[src/rtl/imem_loader.sv]
// Serial program loader: UART 8N1 receiver feeding a word packer
// that writes instruction memory and holds the CPU in reset until done.
module imem_loader #(
  parameter int CLKS_PER_BIT = 434,
  parameter int ADDR_W       = 8
) (
  input  logic              clk,
  input  logic              rst,
  input  logic              rx,
  output logic              mem_we,
  output logic [ADDR_W-1:0] mem_addr,
  output logic [31:0]       mem_din,
  output logic              cpu_hold,
  output logic              busy,
  output logic              done,
  output logic              frame_err
);

  localparam int HALF = CLKS_PER_BIT / 2;
  localparam int TW   = $clog2(CLKS_PER_BIT);
  localparam int CW   = ADDR_W + 1;

  typedef enum logic [1:0] {
    R_IDLE, R_START, R_DATA, R_STOP
  } rx_state_t;

  typedef enum logic [1:0] {
    L_LEN, L_WORD, L_WRITE, L_DONE
  } ld_state_t;

  rx_state_t   rstate;
  ld_state_t   lstate;
  logic        rx_m;
  logic        rx_s;
  logic [TW-1:0] timer;
  logic [2:0]  bit_idx;
  logic [7:0]  shreg;
  logic        byte_valid;
  logic [7:0]  rx_byte;
  logic [1:0]  byte_idx;
  logic [31:0] asm_word;
  logic [CW-1:0] remaining;

  // Two-flop synchronizer; idle line level is high.
  always_ff @(posedge clk or negedge rst) begin
    if (!rst) begin
      rx_m <= 1'b1;
      rx_s <= 1'b1;
    end else begin
      rx_m <= rx;
      rx_s <= rx_m;
    end
  end

  // UART receiver: mid-bit sampling, one-cycle byte_valid on good stop bit.
  always_ff @(posedge clk or negedge rst) begin
    if (!rst) begin
      rstate     <= R_IDLE;
      timer      <= '0;
      bit_idx    <= '0;
      shreg      <= '0;
      byte_valid <= 1'b0;
      rx_byte    <= '0;
      frame_err  <= 1'b0;
    end else begin
      byte_valid <= 1'b0;
      unique case (rstate)
        R_IDLE: begin
          if (!rx_s) begin
            timer  <= '0;
            rstate <= R_START;
          end
        end
        R_START: begin
          if (timer == TW'(HALF - 1)) begin
            timer   <= '0;
            bit_idx <= '0;
            rstate  <= rx_s ? R_IDLE : R_DATA;
          end else begin
            timer <= timer + TW'(1);
          end
        end
        R_DATA: begin
          if (timer == TW'(CLKS_PER_BIT - 1)) begin
            timer <= '0;
            shreg <= {rx_s, shreg[7:1]};
            if (bit_idx == 3'd7) rstate <= R_STOP;
            bit_idx <= bit_idx + 3'd1;
          end else begin
            timer <= timer + TW'(1);
          end
        end
        R_STOP: begin
          if (timer == TW'(CLKS_PER_BIT - 1)) begin
            timer  <= '0;
            rstate <= R_IDLE;
            if (rx_s) begin
              byte_valid <= 1'b1;
              rx_byte    <= shreg;
            end else begin
              frame_err <= 1'b1;
            end
          end else begin
            timer <= timer + TW'(1);
          end
        end
        default: rstate <= R_IDLE;
      endcase
    end
  end

  // Loader: length byte, then big-endian words written sequentially.
  always_ff @(posedge clk or negedge rst) begin
    if (!rst) begin
      lstate    <= L_LEN;
      mem_we    <= 1'b0;
      mem_addr  <= '0;
      mem_din   <= '0;
      cpu_hold  <= 1'b1;
      busy      <= 1'b0;
      done      <= 1'b0;
      byte_idx  <= '0;
      asm_word  <= '0;
      remaining <= '0;
    end else begin
      mem_we <= 1'b0;
      if (mem_we) mem_addr <= mem_addr + ADDR_W'(1);
      unique case (lstate)
        L_LEN: begin
          if (byte_valid) begin
            if (rx_byte == 8'd0) remaining <= CW'(1) << ADDR_W;
            else                 remaining <= CW'(rx_byte);
            busy     <= 1'b1;
            byte_idx <= '0;
            lstate   <= L_WORD;
          end
        end
        L_WORD: begin
          if (byte_valid) begin
            asm_word <= {asm_word[23:0], rx_byte};
            byte_idx <= byte_idx + 2'd1;
            if (byte_idx == 2'd3) lstate <= L_WRITE;
          end
        end
        L_WRITE: begin
          mem_we    <= 1'b1;
          mem_din   <= asm_word;
          remaining <= remaining - CW'(1);
          if (remaining == CW'(1)) begin
            lstate   <= L_DONE;
            done     <= 1'b1;
            busy     <= 1'b0;
            cpu_hold <= 1'b0;
          end else begin
            lstate <= L_WORD;
          end
        end
        L_DONE: begin
          done     <= 1'b1;
          busy     <= 1'b0;
          cpu_hold <= 1'b0;
        end
        default: lstate <= L_LEN;
      endcase
    end
  end

endmodule
[config.mk]
export PLATFORM = sky130hd
export DESIGN_NAME = imem_loader
export DESIGN_NICKNAME = d
export VERILOG_FILES = /design/src/rtl/imem_loader.sv
export SDC_FILE = /design/constraint.sdc
export NUM_CORES = 1
export LEC_CHECK = 0
export CAP_MARGIN = 5
export CORE_UTILIZATION = 40
export CTS_CLUSTER_SIZE = 30
export DETAILED_ROUTE_END_ITERATION = 16
export GPL_TIMING_DRIVEN = 0
export HOLD_SLACK_MARGIN = 0.12
export SLEW_MARGIN = 20
export SYNTH_ARGS = -nofsm -noshare
export SYNTH_HDL_FRONTEND = slang
export SYNTH_SLANG_ARGS = --single-unit
[constraint.sdc]
create_clock -name clk -period 1.6 [get_ports clk]
set_input_delay 0.32 -clock clk [delete_from_list [all_inputs] [get_ports clk]]
set_output_delay 0.32 -clock clk [all_outputs]
set_load 0.1 [all_outputs]
* After elaboration in Yosys (flattened, before gate mapping)
Index checks and enable logic that the tools add are counted.
** Storage, ports and cells
- Flip-flop bits (word level) :: 123
- Output and inout bits :: 45
** Operators by class
- $add $sub $neg :: 5
- Equality and inequality tests :: 20
- Muxes and demuxes :: 35
- Bitwise operators :: 1
- Reduce and logical (&&, ||, !) cells :: 21
** Operators with widths (number)
- 2-to-1 mux 9 bit :: 5
- case mux 9 bit (3 select lines) :: 1
- 2-to-1 mux 2 bit :: 12
- inequality test 2 bit (second input constant) :: 9
- case mux 9 bit (2 select lines) :: 1
- AND reduction 3 bit :: 5
- equality test 2 bit (second input constant) :: 5
- adder 9 x 1 -> 9 bit (second input constant) :: 1
- equality test 9 x 1 -> 1 bit (second input constant) :: 1
- equality test 9 x 8 -> 1 bit (second input constant) :: 1
- equality test 9 bit (second input constant) :: 1
- subtractor 9 x 1 -> 9 bit (second input constant) :: 1
- adder 8 x 1 -> 8 bit (second input constant) :: 1
- zero test 8 bit :: 1
- case mux 2 bit (4 select lines) :: 1
- AND reduction 2 bit :: 4
- nonzero test 2 bit :: 4
- 2-to-1 mux 1 bit :: 7
- 2-to-1 mux 3 bit :: 2
- case mux 2 bit (3 select lines) :: 1
- case mux 3 bit (2 select lines) :: 1
- nonzero test 3 bit :: 2
- AND reduction 5 bit :: 1
- equality test 2 x 1 -> 1 bit (second input constant) :: 2
- 10 further kinds :: 12

* Depth between registers and ports, before layout
Gate-level depths: netlist (run 1).
- Word-level depth :: 4
- Depth in mapped cells :: 8
- Depth with buffers taken out :: 6

* Worst setup path after synthesis (run 1)
OpenSTA, ideal clock, no wires.
- Kind :: register to register
- From :: register mem_addr[0]
- To :: register mem_addr[4]
- Arrival :: 1543 ps
- Data required time :: 1441 ps
- Slack :: -102 ps
- Stages on the path, launching flop included :: 4
- Path buffers :: 0
- Period minus slack after synthesis :: 1702 ps
- Path through :: dfrtp_1 > ha_1 > nand4_1 > xnor2_1
** On the way
- Word-level cells in the longest chain between the ends :: 1
** Ends and longest elaborated chain
- from (decl) :: RTL line 11 : output logic [ADDR_W-1:0] mem_addr,
- from (signal assigned) :: RTL line 127 : if (mem_we) mem_addr <= mem_addr + ADDR_W'(1);
- adder 8 x 1 -> 8 bit :: RTL line 127
No other way between the ends.
A chain may end at the register's enable or synchronous reset.

* Final worst setup path (run 1)
- From :: register timer[1]
- To :: register rx_byte[0]
** On the way
- Word-level cells in the longest chain between the ends :: 2
** Ends and longest elaborated chain
- from (decl) :: RTL line 35 : logic [TW-1:0] timer;
- from (signal assigned) :: RTL line 80 : timer <= timer + TW'(1);
- from (signal assigned) :: RTL line 90 : timer <= timer + TW'(1);
- from (signal assigned) :: RTL line 104 : timer <= timer + TW'(1);
- equality test 9 bit :: RTL line 94 : if (timer == TW'(CLKS_PER_BIT - 1)) begin
- AND reduction 3 bit (no source line)
- to (signal assigned) :: RTL line 99 : rx_byte <= shreg;
- to (decl) :: RTL line 39 : logic [7:0] rx_byte;
No other way between the ends.

==> results of run 1 <==
==> critical path: stages (launching register included) <==
cell and delay (ns):
dfrtp_1 0.39, inv_2 0.08, ha_4 0.11, and4bb_4 0.30
nand2_4 0.07, nor2_4 0.12, buf_6 0.14, mux2_4 0.29
==> metal layers <==
metal	global-route usage [%]	share of wire, %
met5	0	0
met2	24.9	48
met1	22.2	48
met3	5.25	3.9
met4	6.67	0.94
==> layout by cell type (no fill, tap or decap), types with 4 or more instances in the layout <==
| cell type | count |
|---|---|
| a21oi_1 | 9 |
| and2_1 | 4 |
| buf_12 | 5 |
| buf_2 | 39 |
| buf_4 | 17 |
| buf_6 | 7 |
| clkbuf_1 | 4 |
| clkbuf_16 | 17 |
| clkbuf_4 | 4 |
| clkinv_2 | 5 |
| dfrtp_1 | 110 |
| dfrtp_2 | 10 |
| ha_1 | 8 |
| inv_1 | 12 |
| mux2_2 | 70 |
| mux2_4 | 12 |
| nand2_1 | 26 |
| nand3_1 | 8 |
| nand4_1 | 4 |
| nor2_1 | 18 |
| nor3_1 | 6 |
| o21ai_0 | 15 |
| o22a_1 | 6 |
| xnor2_1 | 4 |
==> per-stage QoR <==
step,hold WS [ns],setup slack (ns)
2_1_floorplan,0.0244,-0.0685
3_3_place_gp,0.345,-5.02
3_5_place_dp,0.334,-0.416
4_1_cts,0.304,-0.0847
5_1_grt,0.322,-0.0822
6_report,0.323,-0.0192
==> worst max-delay path by stage <==
stage | end | from | depth (start not counted) | slack, ns
3_5_place_dp | remaining[5] | lstate[0] | 7 | -0.42
2_1_floorplan | rx_byte[4] | timer[1] | 6 | -0.07
5_1_grt | remaining[6] | lstate[0] | 7 | -0.08
3_3_place_gp | mem_addr[1] | rst | 1 | -5.02
4_1_cts | rx_byte[0] | timer[1] | 7 | -0.08
6_report | rx_byte[0] | timer[1] | 7 | -0.02
==> final cells by class <==
type	instances	area share, %
plain buffers	14	2.64
clock buffers	21	6.59
clock inverters	11	1.08
inverters	15	0.824
multi-input cells	261	34.1
flip-flops and latches	123	45.3
well taps	172	3.15
repair buffers	64	6.32
==> flip-flops by register name, summed over array words and instances (netlist names), 3 cells and up, named ones only <==
name / cells
asm_word: 32
mem_din: 32
rx_byte: 8
mem_addr: 8
bit_idx: 3
timer: 9
remaining: 9
shreg: 8
==> power groups by stage <==
stage	Combinational [W]	Sequential, W	Clock, W
after floorplan	0.000000512	0.00317	0
after detailed placement	0.0000768	0.00317	0
after CTS	0.0000786	0.00312	0.00343
final	0.0000732	0.00312	0.00333
after global placement	0.0000671	0.00318	0
after global routing	0.0000873	0.00312	0.00360
==> repair_timing <==
| item | in CTS | in global routing |
|---|---|---|
| endpoints found under the hold margin | 56 | 0 |
| pin swaps | 3 | 9 |
| endpoints found under the setup margin | 144 | 82 |
| gates cloned | 1 | 1 |
| resized for setup | 273 | 36 |
| setup buffers | 9 | 5 |
| hold buffers | 1 | 0 |
==> logic make-up after synthesis <==
logic type / Yosys count
XOR/XNOR: 7
adder cells (fa/ha/maj): 13
flip-flops: 123
buffers and inverters: 29
AND/OR/NAND/NOR: 93
multiplexers: 86
AO/OA/AOI/OAI: 61
==> run_results.csv, run 1 <==
group,metric,value,unit
worst_setup_path,reg2reg_from,"timer[1]",
place,dp_cells,632,
clock_network,cts-root-buf,"clkbuf_16",
global_route,grt_antenna_before_repair,0,
min_path,hold_path_end,"rx_m",
worst_setup_path,rr_endpoint,"rx_byte[0]",
synth,synth_top_area_cell,"dfrtp_1",
routing,route.detailed.drc,0,
global_route,grt_pass1_vias,3386,
min_path,worstHoldStart,"rx",
floorplanning,floorplan.initialDensity,41.6,%
synth,ys.flop_type,"dfrtp_1",
synth,syn_nets,428,
clock_network,cts_num_sinks,123,
min_path,hold_depth,1,
worst_setup_path,path_class,"reg2reg",
worst_setup_path,cp_max_fo,5,
sta,hold_viol,0,
worst_setup_path,reg2regPathDepth,7,
clock_network,cts_tree,"yes",
sta,fin_crit,1.62,ns
pwr,ir_drop,0.597,mV
worst_setup_path,cp_data_arrival_time,1.91,ns
layout,area_growth,28.8,%
place,place_area,0.00606,sq mm
synth,synth_top_family_by_area,"multiplexers",
floorplanning,placementRows,41,
sta,clock_skew,0.00789,ns
synth,synthXorXnorAreaFrac,1.16,%
layout,regArea,0.00309,sq mm
pwr,clockPowerShare,51.1,%
pwr,internal_power,0.00514,W
pwr,p_sw,0.00139,W
pwr,swShare,21.3,%
place,numPortBuffers,47,
floorplanning,io_pins,48,
floorplanning,die_w,117,um
synth,synthAdderAreaFrac,3.06,%
sta,finalWorstSetupSlack,-0.0192,ns
sta,setup_violations,6,
routing,drtAntennaViolNets,0,
floorplanning,die-area,0.0137,sq mm
synth,ys_seq_area_share,58.1,%
global_route,grt_pass1_wl,17000,um
worst_setup_path,end_kind,"flip-flop",
floorplanning,core-area,0.0128,sq mm
job,maxCapViolations,0,
synth,ys_ff_latch,123,
synth,ys_types,52,
sta,rsz0062_at_grt,"true",
pwr,pwr-share-seq,47.8,%
pwr,powerDensity,955,mW/mm^2
layout,layout-drive-gt1-share,45.4,%
layout,num_antenna_cells,0,
synth,synthCells,412,
synth,synth_mux_area_share,18.4,%
sta,drv_slew,0,
worst_setup_path,ff2ff_setup_slack,-0.02,ns
pwr,p_leak,3.45,nW
synth,synth.most_common_cell,"dfrtp_1",
worst_setup_path,cp.required,1.89,ns
synth,ys_warn_count,0,
global_route,grt_usage,16.5,%
layout,finish.utilization,53.5,%
synth,yosys.area_share.simple,9.26,%
sta,relSlewSlack,63.2,%
synth,synth_common_cells,"120 x dfrtp_1, 78 x mux2_2, 28 x nand2_1",
synth,synthArstFlopShare,100,%
sta,tns,-0.0742,ns
layout,multi_input_area,0.00233,sq mm
global_route,grt_max_degree,66,
pwr,p_comb_share,1.1,%
synth,synth_compound_area_share,7.47,%
run_status,status,"complete, but fails checks",
clock_network,htree_levels,4,
routing,dr.first_iter.drc_count,223,
clock_network,clk_latency,0.41,ns
synth,netlist_area,0.00531,sq mm
min_path,hold_class,"in2reg",
layout,layout.cells.non_filler,681,
layout,layout.nets,512,
routing,routedWlPerCell,15.2,um
routing,vias_per_cell,5.11,
sta,min_period_over_period,101,%
floorplanning,die_y,117,um
clock_network,clkTransAtPathRegs,0.05,ns
layout,stdcell_area,0.00683,sq mm
global_route,overflow,0,
worst_setup_path,cp-start-kind,"flip-flop",
routing,wl,10300,um
clock_network,clockBufferDepth,2,
place,place_congestion,0.773,
routing,vias,3477,
pwr,power.total,0.00653,W
synth,synth_top_area_share,56.6,%
layout,fillCellCount,1064,
synth,avgSynthCellArea,12.9,sq um
place,place_hpwl,6600,um
sta,worst_pin_slew,0.552,ns
sta,max_freq,0.618,GHz
run_status,violations,"negative setup slack",
clock_network,numCtsBuffers,17,
routing,dr.pass1.iters,4,
synth,yosys-top-cells-area,"dfrtp_1 57%, mux2_2 17%, ha_1 3.1%",
synth,synth-edff-count,0,
No activity file was read; power rests on OpenSTA's default activity.
==> run 2: changes to the inputs <==
- ABC_AREA: not set -> 1
==> run_results.csv, run 2 <==
group,metric,value,unit
run_status,status,"finished, final reports clean",
floorplanning,die-area,0.0135,sq mm
pwr,pwr-share-seq,44.5,%
synth,synthCells,569,
layout,layout.cells.non_filler,845,
pwr,powerDensity,1040,mW/mm^2
sta,fin_crit,1.55,ns
worst_setup_path,critPathSlowestCell,"buf_2",
sta,min_period_over_period,97.0,%
global_route,grt_max_degree,83,
sta,finalWorstSetupSlack,0.0477,ns
pwr,swShare,20.3,%
clock_network,cts_tree,"yes",
routing,dr.pass1.iters,5,
layout,layout-drive-gt1-share,25.4,%
synth,ys_types,33,
synth,syn_nets,585,
synth,yosys-top-cells-area,"dfrtp_1 58%, nand2_1 12%, o21ai_0 8.7%",
floorplanning,die_y,116,um
synth,synth-edff-count,0,
sta,hold_viol,0,
floorplanning,placementRows,41,
clock_network,numCtsBuffers,17,
worst_setup_path,cp_max_fo,2,
global_route,grt_antenna_before_repair,0,
sta,drv_slew,0,
floorplanning,core-area,0.0127,sq mm
synth,avgSynthCellArea,9.16,sq um
pwr,p_leak,3.36,nW
global_route,grt_usage,18.4,%
place,place_hpwl,7490,um
min_path,hold_class,"in2reg",
worst_setup_path,ff2ff_setup_slack,0.06,ns
clock_network,cts-root-buf,"clkbuf_16",
routing,vias_per_cell,4.85,
clock_network,clkTransAtPathRegs,0.05,ns
sta,hold-worst-slack,0.310,ns
pwr,internal_power,0.00559,W
clock_network,htree_levels,4,
place,place_area,0.00594,sq mm
place,dp_slack,-0.364,ns
layout,layout.nets,676,
synth,synth_top_area_share,57.6,%
routing,dr.first_iter.drc_count,203,
synth,synth_common_cells,"163 x nand2_1, 120 x dfrtp_1, 91 x o21ai_0",
worst_setup_path,cp-start-kind,"flip-flop",
synth,synth.most_common_cell,"nand2_1",
worst_setup_path,worst_path_largest_cell_delay,0.44,ns
global_route,grt_pass1_wl,18900,um
synth,synthArstFlopShare,100,%
worst_setup_path,end_kind,"primary output",
sta,clock_skew,0.00793,ns
worst_setup_path,crit_family,"buffers and inverters",
worst_setup_path,path_class,"reg2out",
synth,ys.flop_type,"dfrtp_1",
global_route,grt_pass1_vias,4077,
pwr,p_comb_share,1.1,%
pwr,ir_drop,0.597,mV
sta,setup_violations,0,
clock_network,cts_num_sinks,123,
layout,finish.utilization,53.0,%
routing,route.detailed.drc,0,
floorplanning,floorplan.initialDensity,41.1,%
synth,netlist_area,0.00521,sq mm
sta,rsz0062_at_grt,"true",
routing,vias,4095,
worst_setup_path,cp.buffers_inverters,1,
synth,ys_ff_latch,123,
global_route,overflow,0,
layout,stdcell_area,0.00672,sq mm
clock_network,clockBufferDepth,2,
layout,final_cell_mix,"152 x nand2_1, 113 x dfrtp_1, 80 x o21ai_0",
pwr,p_sw,0.00142,W
routing,wl,11300,um
sta,worst_pin_slew,0.493,ns
floorplanning,die_w,116,um
worst_setup_path,cp_data_arrival_time,1.23,ns
layout,layout_commonest_cell,"nand2_1",
clock_network,clk_latency,0.42,ns
layout,top_regs,"asm_word (32), mem_din (32)",
routing,routedWlPerCell,13.3,um
routing,drtAntennaViolNets,0,
place,place_congestion,0.818,
synth,synth_top_area_cell,"dfrtp_1",
place,numPortBuffers,47,
sta,relSlewSlack,67.4,%
layout,num_antenna_cells,0,
synth,ys_seq_area_share,59.1,%
pwr,clockPowerShare,54.4,%
place,dp_cells,789,
job,maxCapViolations,0,
synth,ys_warn_count,0,
layout,area_growth,29.0,%
sta,max_freq,0.644,GHz
floorplanning,io_pins,48,
worst_setup_path,cp.required,1.28,ns
worst_setup_path,cp_cell_sequence,"buf_2",
==> run 2: changes by cell type after synthesis, sizes merged, moves of 6 or more <==
cell    previous run  this run
clkbuf             3        12
inv               15        68
mux2              82         1
nand2             28       166
o21ai             17        96
o22a               6         0
==> run 2: routing by layer <==
metal | GRT usage (%) | wire [um] | vias up
li1 | - | - | 2014
met4 | 8.80 | 214 | 0
met2 | 30.7 | 5550 | 67
met3 | 4.31 | 384 | 23
met1 | 22.6 | 5120 | 1991
met5 | 0 | 0 | -
==> run 2: layout make-up <==
| class | instances | area, sq um |
|---|---|---|
| plain buffers | 18 | 126 |
| clock buffers | 23 | 488 |
| clock inverters | 9 | 113 |
| fillers | 1199 | 5950 |
| inverters | 68 | 269 |
| multi-input cells | 360 | 1920 |
| flip-flops and latches | 123 | 3090 |
| well taps | 172 | 215 |
| repair buffers | 71 | 488 |
| repair inverters | 1 | 7.51 |
==> run 2: worst paths after layout <==
| kind | startpoint | endpoint | cells past startpoint |
|---|---|---|---|
| min in group asynchronous | rst | mem_addr[0] | 2 |
| max reg2reg | lstate[0] | done | 8 |
| max in group asynchronous | rst | mem_din[2] | 3 |
| min reg2reg | rx_m | rx_s | 0 |
| min | rx | rx_m | 1 |
| max | mem_din[0] | mem_din[0] | 1 |
==> run 2: what timing repair did <==
action / CTS / global route
setup endpoints to repair: 137 / 97
setup buffers: 13 / 8
resized for setup: 249 / 69
pin swaps: 4 / 6
cloned: 1 / 1
hold buffers: 1 / 0
endpoints found under the hold margin: 38 / 0
==> run 2: logic make-up (layout without fill, tap and decap cells) <==
group / count (synthesis) / count (layout) / synth area share [%]
and+or+nand+nor: 218 / 218 / 17.5
DFF: 123 / 123 / 59.1
AOI/OAI and AO/OA: 117 / 117 / 11.8
buffers and inverters: 86 / 190 / 6.41
adders and majority gates: 13 / 13 / 3.12
xor gates and xnor gates: 11 / 11 / 1.85
muxes: 1 / 1 / 0.216
==> run 2: through the flow <==
| stage | total power, W | setup TNS, ns |
|---|---|---|
| after CTS | 0.00710 | 0 |
| after global placement | 0.00324 | -576.15 |
| final | 0.00701 | 0 |
| after global routing | 0.00723 | -0.122 |
| after floorplan | 0.00318 | 0 |
| after detailed placement | 0.00325 | -20.01 |
==> run 2: power by group through the flow <==
stage	sequential, W	clock [W]	combinational (W)
final	0.00312	0.00381	0.0000756
after floorplan	0.00317	0	0.00000233
after detailed placement	0.00317	0	0.0000797
after CTS	0.00312	0.00390	0.0000818
after global routing	0.00312	0.00402	0.0000915
after global placement	0.00317	0	0.0000695
